File: config.mk
export PLATFORM = sky130hd
export DESIGN_NAME = branch_resolve
export DESIGN_NICKNAME = d
export VERILOG_FILES = /design/src/rtl/branch_pkg.sv /design/src/rtl/br_cond_eval.sv /design/src/rtl/branch_resolve.sv
export SDC_FILE = /design/constraint.sdc
export NUM_CORES = 1
export LEC_CHECK = 0
export CORE_MARGIN = 2
export CORE_UTILIZATION = 50
export DETAILED_ROUTE_END_ITERATION = 6
export GPL_TIMING_DRIVEN = 0
export PLACE_DENSITY = 0.79
export SYNTH_ARGS = -nofsm -noshare
export SYNTH_HDL_FRONTEND = slang
export SYNTH_SLANG_ARGS = --single-unit
export TNS_END_PERCENT = 30
File: constraint.sdc
create_clock -name clk -period 4.5 [get_ports clk]
set_input_delay 0.45 -clock clk [delete_from_list [all_inputs] [get_ports clk]]
set_output_delay 0.45 -clock clk [all_outputs]
set_load 0.02 [all_outputs]
File: src/rtl/branch_pkg.sv
// -----------------------------------------------------------------------------
// branch_pkg
// Shared definitions for the branch-resolution block:
//   - br_op_e     : branch condition codes carried on br_op
//   - state_e     : resolver FSM states
//   - FLUSH_CYCLES: number of cycles flush stays high after a redirect
//   - is_conditional(): true for opcodes that depend on the N/Z flags
// -----------------------------------------------------------------------------
package branch_pkg;

    typedef enum logic [2:0] {
        OP_NONE = 3'd0,
        OP_BRN  = 3'd1,
        OP_BRZ  = 3'd2,
        OP_BRNZ = 3'd3,
        OP_BRP  = 3'd4,
        OP_JMP  = 3'd5
    } br_op_e;

    typedef enum logic [1:0] {
        ST_IDLE  = 2'd0,
        ST_HOLD  = 2'd1,
        ST_FLUSH = 2'd2
    } state_e;

    localparam int         FLUSH_CYCLES   = 2;
    localparam logic [1:0] FLUSH_CNT_LOAD = 2'(FLUSH_CYCLES);

    // Anything other than NONE and JMP reads the flags, so it must wait when
    // the execute stage is rewriting them this cycle. Undefined codes 6-7 are
    // treated like conditional ops here; they resolve as not taken anyway.
    function automatic logic is_conditional(input logic [2:0] op);
        return (op != OP_NONE) && (op != OP_JMP);
    endfunction

endpackage

File: src/rtl/br_cond_eval.sv
// -----------------------------------------------------------------------------
// br_cond_eval
// Purely combinational branch-condition evaluator.
// Ports:
//   op   [2:0] in  : condition code (branch_pkg::br_op_e encoding)
//   n          in  : negative flag
//   z          in  : zero flag
//   take       out : 1 when the branch is taken
// Encodings outside the defined set evaluate as not taken.
// -----------------------------------------------------------------------------
module br_cond_eval
    import branch_pkg::*;
(
    input  logic [2:0] op,
    input  logic       n,
    input  logic       z,
    output logic       take
);

    always_comb begin
        take = 1'b0;
        case (op)
            OP_BRN:  take = n;
            OP_BRZ:  take = z;
            OP_BRNZ: take = ~z;
            OP_BRP:  take = ~n & ~z;
            OP_JMP:  take = 1'b1;
            default: take = 1'b0;
        endcase
    end

endmodule

File: src/rtl/branch_resolve.sv
// -----------------------------------------------------------------------------
// branch_resolve
// Resolves branches against the N/Z flags, stalling for one cycle when the
// execute stage is writing the flags in the same cycle, and squashing the
// fetch/decode stages for FLUSH_CYCLES cycles after every redirect.
// Ports:
//   clk             in  : system clock, rising edge
//   rst             in  : asynchronous active-low reset
//   br_valid        in  : branch present in this stage
//   br_op     [2:0] in  : condition code
//   br_addr   [7:0] in  : branch target
//   IFgn / IFgz     in  : registered N / Z flags
//   NFCR / ZFCR     in  : N / Z flag write enables this cycle
//   br_taken        out : one-cycle redirect pulse (registered)
//   br_target [7:0] out : redirect address, held between pulses
//   stall           out : hold upstream (combinational, hazard cycle only)
//   flush           out : squash fetch/decode (registered)
//   br_count  [7:0] out : saturating taken-branch counter, only present when
//                         BRANCH_STATS_EN is defined
// -----------------------------------------------------------------------------
module branch_resolve
    import branch_pkg::*;
(
    input  logic       clk,
    input  logic       rst,
    input  logic       br_valid,
    input  logic [2:0] br_op,
    input  logic [7:0] br_addr,
    input  logic       IFgn,
    input  logic       IFgz,
    input  logic       NFCR,
    input  logic       ZFCR,
    output logic       br_taken,
    output logic [7:0] br_target,
    output logic       stall,
    output logic       flush
`ifdef BRANCH_STATS_EN
    ,
    output logic [7:0] br_count
`endif
);

    state_e     state_reg;
    logic [2:0] op_latched_reg;
    logic [7:0] addr_latched_reg;
    logic [1:0] flush_cnt_reg;
    logic       br_taken_reg;
    logic [7:0] br_target_reg;
    logic       flush_reg;

    logic       in_idle;
    logic       in_hold;
    logic       hold_req;
    logic [2:0] eval_op;
    logic       cond_take;
    logic       take_fire;

    assign in_idle  = (state_reg == ST_IDLE);
    assign in_hold  = (state_reg == ST_HOLD);

    // A conditional branch meeting a flag write must wait one cycle so it
    // sees the new flags instead of the stale registered ones.
    assign hold_req = in_idle & br_valid & (NFCR | ZFCR) & is_conditional(br_op);

    // Gated by rst so stall is forced low while reset is held.
    assign stall    = rst & hold_req;

    // Single evaluator: the latched op during HOLD, otherwise the live op.
    assign eval_op  = in_hold ? op_latched_reg : br_op;

    br_cond_eval u_cond (
        .op   (eval_op),
        .n    (IFgn),
        .z    (IFgz),
        .take (cond_take)
    );

    assign take_fire = (in_idle & br_valid & ~hold_req & cond_take)
                     | (in_hold & cond_take);

    always_ff @(posedge clk or negedge rst) begin
        if (!rst) begin
            state_reg        <= ST_IDLE;
            op_latched_reg   <= 3'd0;
            addr_latched_reg <= 8'h00;
            flush_cnt_reg    <= 2'd0;
            br_taken_reg     <= 1'b0;
            br_target_reg    <= 8'h00;
            flush_reg        <= 1'b0;
        end else begin
            br_taken_reg <= 1'b0;
            case (state_reg)
                ST_IDLE, ST_HOLD: begin
                    if (take_fire) begin
                        br_taken_reg  <= 1'b1;
                        br_target_reg <= in_hold ? addr_latched_reg : br_addr;
                        flush_reg     <= 1'b1;
                        flush_cnt_reg <= FLUSH_CNT_LOAD;
                        state_reg     <= ST_FLUSH;
                    end else if (hold_req) begin
                        op_latched_reg   <= br_op;
                        addr_latched_reg <= br_addr;
                        state_reg        <= ST_HOLD;
                    end else if (in_hold) begin
                        state_reg <= ST_IDLE;
                    end
                end
                ST_FLUSH: begin
                    // br_valid is ignored here: the instruction is squashed.
                    if (flush_cnt_reg == 2'd1) begin
                        flush_cnt_reg <= 2'd0;
                        flush_reg     <= 1'b0;
                        state_reg     <= ST_IDLE;
                    end else begin
                        flush_cnt_reg <= flush_cnt_reg - 2'd1;
                    end
                end
                default: begin
                    flush_cnt_reg <= 2'd0;
                    flush_reg     <= 1'b0;
                    state_reg     <= ST_IDLE;
                end
            endcase
        end
    end

    assign br_taken  = br_taken_reg;
    assign br_target = br_target_reg;
    assign flush     = flush_reg;

`ifdef BRANCH_STATS_EN
    logic [7:0] br_count_reg;

    // Counts at the same edge that raises br_taken, so the count already
    // includes the branch while its pulse is visible.
    always_ff @(posedge clk or negedge rst) begin
        if (!rst) begin
            br_count_reg <= 8'h00;
        end else if (take_fire && (br_count_reg != 8'hFF)) begin
            br_count_reg <= br_count_reg + 8'h01;
        end
    end

    assign br_count = br_count_reg;
`endif

endmodule

==> impl_metrics.yaml, run 1 <==
run_status:
  status: "completed"
worst_setup_path:
  worstSetupStartpoint: "br_op[0]"
  critPathCaptureType: "output port"
  worst-setup-path-type: "in -> out"
  path_buf_inv: 3
  cpPeakStageDelay_ns: 0.62
  reg2reg_from: "state_reg[1]$_DFFE_PN0P_"
  cp.depth: 8
  cp_cell_sequence: "clkdlybuf4s50_1, xor2_1, nor2_1, nor3_2, nand3b_1, clkbuf_1, nor2_1, clkdlybuf4s50_1"
  critPathLaunchType: "input pin"
  r2r_cells: 7
  cp.arrival_ns: 2.88
  cp_max_fo: 10
  crit_slowest_cell: "clkdlybuf4s50_1"
  path_delay_family: "buffers and inverters"
  required_ns: 4.05
global_routing:
  grt_usage_pct: 18.2
  antenna_found_initial: 0
  grt_max_degree: 27
  overflow: 0
  grt_pass1_wl_um: 3750
  grt_pass1_vias: 831
cts:
  clk_pin_slew_ns: 0.13
  cts.sinks: 25
  cts_setup_buffers: 0
  clockRootBuffer: "clkbuf_4"
  clockBufferDepth: 2
  cts_hold_buffers: 0
  clkLatencyLatePin_ns: 0.32
  cts_inserted_buffers: 3
  cts_resized: 0
  cts_tree: "built"
  h-tree-depth: 1
cells_and_area:
  drive_above_1_share_pct: 29.5
  stdcell_count: 162
  mostFrequentLayoutCell: "clkdlybuf4s50_1"
  final_util_pct: 66.5
  final_cell_mix: "clkdlybuf4s50_1, dfrtp_1, mux2_2, nor2_1, mux2_4"
  syn2layout_area_growth_pct: 26.7
  final_area_sq_um: 1630
  antenna_cells: 0
  final_nets: 152
synthesis:
  netlist_area_sq_um: 1290
  syn_nets: 119
  synth_seq_cells: 25
  synth_cell_types: 28
  ys_warn_count: 0
  postSynthAreaPerCell_sq_um: 12.9
  synth_cells: 100
  yosysSeqAreaShare_pct: 48.6
pwr:
  internal_power_uw: 617
  switchingPower_uw: 317
  p_sw_share_pct: 34.0
  p_per_area_nw_per_um2: 572
  p_leak_uw: 0.000693
  seq_power_share_pct: 42.1
  vdd_drop_max_mv: 0.389
  p_total_uw: 934
  power_frac_clock_pct: 11.0
  p_comb_share_pct: 46.9
die:
  io_pins: 29
  fp.dieH_um: 54.7
  rows: 18
  design.core.area_sq_um: 2450
  dieArea_sq_um: 3000
  die_width_um: 54.7
  initial_core_util_pct: 52.4
routing:
  routed_via_density: 5.48
  drt_first_pass_iters: 4
  drtAntennaViolNets: 0
  routed_wl_um: 2380
  drc: 0
  wire_per_inst_um: 14.7
  via_count: 887
  drt_iter0_drc: 15
timing:
  timing.fmax_mhz: 300
  period_needed_ns: 3.33
  worst_pin_slew_ns: 1.11
  finClkSkew_ns: 0.00332
  setup_viol: 0
  hold_viol_final: 0
  tns_ns: 0
  grt_setup_unrepaired: "no"
  fin_crit_sh_pct: 74.0
  relSlewSlack_pct: 25.8
  finalMaxSlewViolations: 0
min_path:
  hold-path-cell-count: 1
  hp-start: "flush$_DFFE_PN0P_"
  hold_class: "reg -> reg"
flow_run:
  maxCapViolCount: 0
placed_design:
  port_buffers: 28
  placed_area_sq_um: 1610
  dp_hpwl_um: 1770
  post-place-cells: 158
  routabilityCongestion: 0.746
## synth_stat cells
master | number | share of area, %
mux2_2 | 23 | 20
nor3_2 | 1 | 0.78
mux2_4 | 5 | 5.8
a2111oi_4 | 1 | 2.1
or3_1 | 1 | 0.49
o211ai_1 | 1 | 0.58
o21ai_0 | 4 | 1.6
and3b_1 | 1 | 0.68
buf_4 | 1 | 0.58
dfrtp_1 | 25 | 49
nand2_1 | 3 | 0.87
a22oi_2 | 1 | 0.97
o21a_1 | 1 | 0.58
o21ai_1 | 1 | 0.39
nand2b_1 | 4 | 1.9
xor2_1 | 1 | 0.68
nand3b_1 | 2 | 1.2
a21o_1 | 2 | 1.2
buf_6 | 2 | 1.7
inv_1 | 4 | 1.2
mux2i_1 | 1 | 0.78
nand3_1 | 1 | 0.39
nor2_1 | 9 | 2.6
nor2b_1 | 1 | 0.49
clkbuf_1 | 1 | 0.29
ha_1 | 1 | 0.97
a31oi_4 | 1 | 1.7
and2b_4 | 1 | 0.78
## metrics by stage
step	setup WS (ns)	hold slack, ns
floorplan	2.43	0.154
global placement	1.15	0.476
detailed placement	1.13	0.483
CTS	1.12	0.514
global route	0.911	0.532
finish	1.17	0.512
## worst reg2reg max path, delay by kind of cell (launching register included)
family          cells  cell delay (ns)
mux                 1             0.31
compound gates      2             0.62
flops               1             0.40
simple gates        1             0.27
buf+inv             3             0.57
## final timing paths
path / slack (ns) / endpoint
max: 1.17 / stall
min: 0.51 / flush$_DFFE_PN0P_
max reg2reg: 2.24 / br_target[6]$_DFFE_PN0P_
min reg2reg: 0.51 / flush$_DFFE_PN0P_
max in group asynchronous: 3.14 / br_target[7]$_DFFE_PN0P_
min in group asynchronous: 0.71 / br_target[4]$_DFFE_PN0P_
## per-layer routing
metal | share of wire (%) | global-route usage, % | up-vias | wire [um]
met4 | 1.8 | 7.50 | 0 | 42
met2 | 48 | 30.2 | 26 | 1150
met5 | 0 | 0 | - | 0
met3 | 5.3 | 3.28 | 5 | 125
li1 | - | - | 416 | -
met1 | 45 | 23.1 | 440 | 1060
## layout make-up
type                            instances  area [sq um]
Fill cell                             192           823
Sequential cell                        25           626
Multi-Input combinational cell         67           613
Timing Repair Buffer                   28           280
Tap cell                               30          37.5
Buffer                                  4          33.8
Clock buffer                            4          26.3
Inverter                                4          15.0
## power groups by stage
stage	clock network [uW]	registers, uW	logic, uW
final	103	394	438
after global routing	110	408	473
after CTS	101	394	445
after detailed placement	0	399	444
after global placement	0	390	431
after floorplan	0	439	242
## kinds of logic (layout without fill, tap and decap cells)
kind of cell / count (synthesis) / after routing / synth area share, %
flip-flops: 25 / 25 / 48.6
AO/OA/AOI/OAI: 12 / 12 / 9.04
XOR/XNOR: 1 / 1 / 0.680
adder cells (fa/ha/maj): 1 / 1 / 0.972
buffers and inverters: 8 / 40 / 3.79
AND/OR/NAND/NOR: 24 / 24 / 10.2
multiplexers: 29 / 29 / 26.7
(Power assumes the default switching activity.)
==> run 2: changes to the inputs <==
--- a/config.mk
+++ b/config.mk
@@ -6,10 +6,10 @@
 export NUM_CORES = 1
 export LEC_CHECK = 0
 export CORE_MARGIN = 2
-export CORE_UTILIZATION = 50
+export CORE_UTILIZATION = 44
 export DETAILED_ROUTE_END_ITERATION = 6
 export GPL_TIMING_DRIVEN = 0
-export PLACE_DENSITY = 0.79
+export PLACE_DENSITY = 0.74
 export SYNTH_ARGS = -nofsm -noshare
 export SYNTH_HDL_FRONTEND = slang
 export SYNTH_SLANG_ARGS = --single-unit
==> constraint.sdc (replaced) <==
create_clock -name clk -period 2.75 [get_ports clk]
set_input_delay 0.275 -clock clk [delete_from_list [all_inputs] [get_ports clk]]
set_output_delay 0.275 -clock clk [all_outputs]
set_load 0.02 [all_outputs]
==> run 2 against run 1 <==
Net effect: power rose by 65%; wire length rose by 3.9%; clock power rose by 57%; flip-flop and latch count is the same; global-route usage decreased by 2.1 points; final cell count up 1.9%; clock-buffer cell count fell by 1; critical endpoint unchanged; highest routed layer unchanged.
==> impl_metrics.yaml, run 2 (synthesized netlist as in run 1, its figures left out) <==
placed_design:
  port_buffers: 28
  routabilityCongestion: 0.767
  dp_hpwl_um: 1800
  placed_area_sq_um: 1610
  post-place-cells: 159
  place_ws_ns: -0.281
die:
  io_pins: 29
  dieArea_sq_um: 3380
  rows: 19
  die_width_um: 58.1
  fp.dieH_um: 58.1
  initial_core_util_pct: 46.7
  design.core.area_sq_um: 2760
cells_and_area:
  mostFrequentLayoutCell: "clkdlybuf4s50_1"
  stdcell_count: 165
  final_cell_mix: "clkdlybuf4s50_1, dfrtp_1, mux2_2, nor2_1, mux2_4"
  drive_above_1_share_pct: 32.1
  nFillCells: 223
  final_nets: 154
  final_area_sq_um: 1660
  antenna_cells: 0
  syn2layout_area_growth_pct: 28.6
routing:
  via_count: 869
  routed_via_density: 5.27
  drtAntennaViolNets: 0
  wire_per_inst_um: 15.0
  drt_iter0_drc: 26
  routed_wl_um: 2470
  drc: 0
  drt_first_pass_iters: 4
worst_setup_path:
  r2r_cells: 7
  required_ns: 2.48
  critPathCaptureType: "output port"
  worst-setup-path-type: "in -> out"
  cp.arrival_ns: 2.35
  reg2reg_from: "state_reg[1]$_DFFE_PN0P_"
  ff2ff_setup_slack_ns: 0.49
  critPathLaunchType: "input pin"
  cp_max_fo: 10
  rr_endpoint: "br_target[4]$_DFFE_PN0P_"
cts:
  cts_inserted_buffers: 3
  cts_tree: "built"
  clockRootBuffer: "clkbuf_4"
  h-tree-depth: 1
  clkLatencyLatePin_ns: 0.31
  clockBufferDepth: 2
  clk_pin_slew_ns: 0.14
  cts_hold_buffers: 0
  cts.sinks: 25
timing:
  hold_viol_final: 0
  timing.fmax_mhz: 382
  relSlewSlack_pct: 24.0
  setup_viol: 0
  period_needed_ns: 2.62
  finClkSkew_ns: 0.00614
  finalMaxSlewViolations: 0
  grt_setup_unrepaired: "no"
  fin_crit_sh_pct: 95.3
  finalWorstSetupSlack_ns: 0.129
  worst_pin_slew_ns: 1.14
global_routing:
  grt_use_met3_pct: 3.57
  grt_pass1_wl_um: 4100
  antenna_found_initial: 0
  grt_pass1_vias: 946
  grt_max_degree: 27
  use_met2_pct: 28.9
  overflow: 0
  top_usage_layer: "met2"
  gr-usage-met1_pct: 18.6
  grt_usage_pct: 16.1
min_path:
  hold_class: "in -> async"
pwr:
  vdd_drop_max_mv: 0.653
  p_leak_uw: 0.000718
  p_total_uw: 1540
  p_per_area_nw_per_um2: 930
flow_run:
  maxCapViolCount: 0
run_status:
  status: "completed"
-- run 2: cell types whose count changed in the layout (fill, tap and decap cells not counted), sizes merged --
cell / before / now
clkdlybuf4s50: 28 / 27
dlymetal6s2s: 0 / 1
buf: 3 / 5
clkbuf: 5 / 4
clkinv: 0 / 1
-- run 2: worst max-delay path by stage --
stage	start	endpoint	slack [ns]	cells after the start
after floorplan	state_reg[1]$_DFFE_PN0P_	br_target[2]$_DFFE_PN0P_	0.69	7
after global placement	br_op[0]	stall	-0.26	8
after detailed placement	br_op[0]	stall	-0.28	8
after CTS	br_op[0]	stall	0.04	8
after global routing	br_op[0]	stall	0.01	8
final	br_op[2]	stall	0.13	8
-- run 2: repair_timing --
item	CTS	global route
pin swaps	2	1
buffers inserted	1	1
cloned	0	0
setup endpoints to repair	1	1
resized for setup	2	1
endpoints found under the hold margin	0	0
-- run 2: critical path, cell delays in order --
cell             delay (ns)
clkdlybuf4s50_1        0.58
xor2_1                 0.16
nor2_1                 0.06
nor3_2                 0.20
nand3b_1               0.14
clkbuf_4               0.22
nor2_1                 0.10
clkdlybuf4s50_1        0.60
-- run 2: layer usage --
| layer | part of all wire [%] | vias up |
|---|---|---|
| li1 | - | 415 |
| met1 | 42 | 428 |
| met2 | 50 | 20 |
| met3 | 5.2 | 6 |
| met4 | 1.9 | 0 |
| met5 | 0 | - |
-- run 2: power breakdown --
group | switching (uW) | leakage [uW] | internal (uW)
Clock | 107 | 0.0000177 | 54.4
Sequential | 106 | 0.000299 | 542
Combinational | 312 | 0.000401 | 419
Total | 525 | 0.000718 | 1010
-- run 2: through the flow --
step,util (%),hold slack [ns],setup TNS [ns]
2_1_floorplan,-,-0.0206,0
3_3_place_gp,58.3,0.475,-0.257
3_5_place_dp,58.3,0.488,-0.281
4_1_cts,59.7,0.518,0
5_1_grt,60.0,0.236,0
6_report,60.0,0.158,0
-- run 2: area by class of cell --
type | instances | area [sq um] | share of cell area, %
inverter | 4 | 15.0 | 0.907
tap | 31 | 38.8 | 2.34
buffer | 4 | 37.5 | 2.27
multi-input combinational | 67 | 613 | 37.0
clock inverter | 1 | 5.00 | 0.302
timing repair buffer | 30 | 298 | 18.0
clock buffer | 3 | 22.5 | 1.36
sequential | 25 | 626 | 37.8
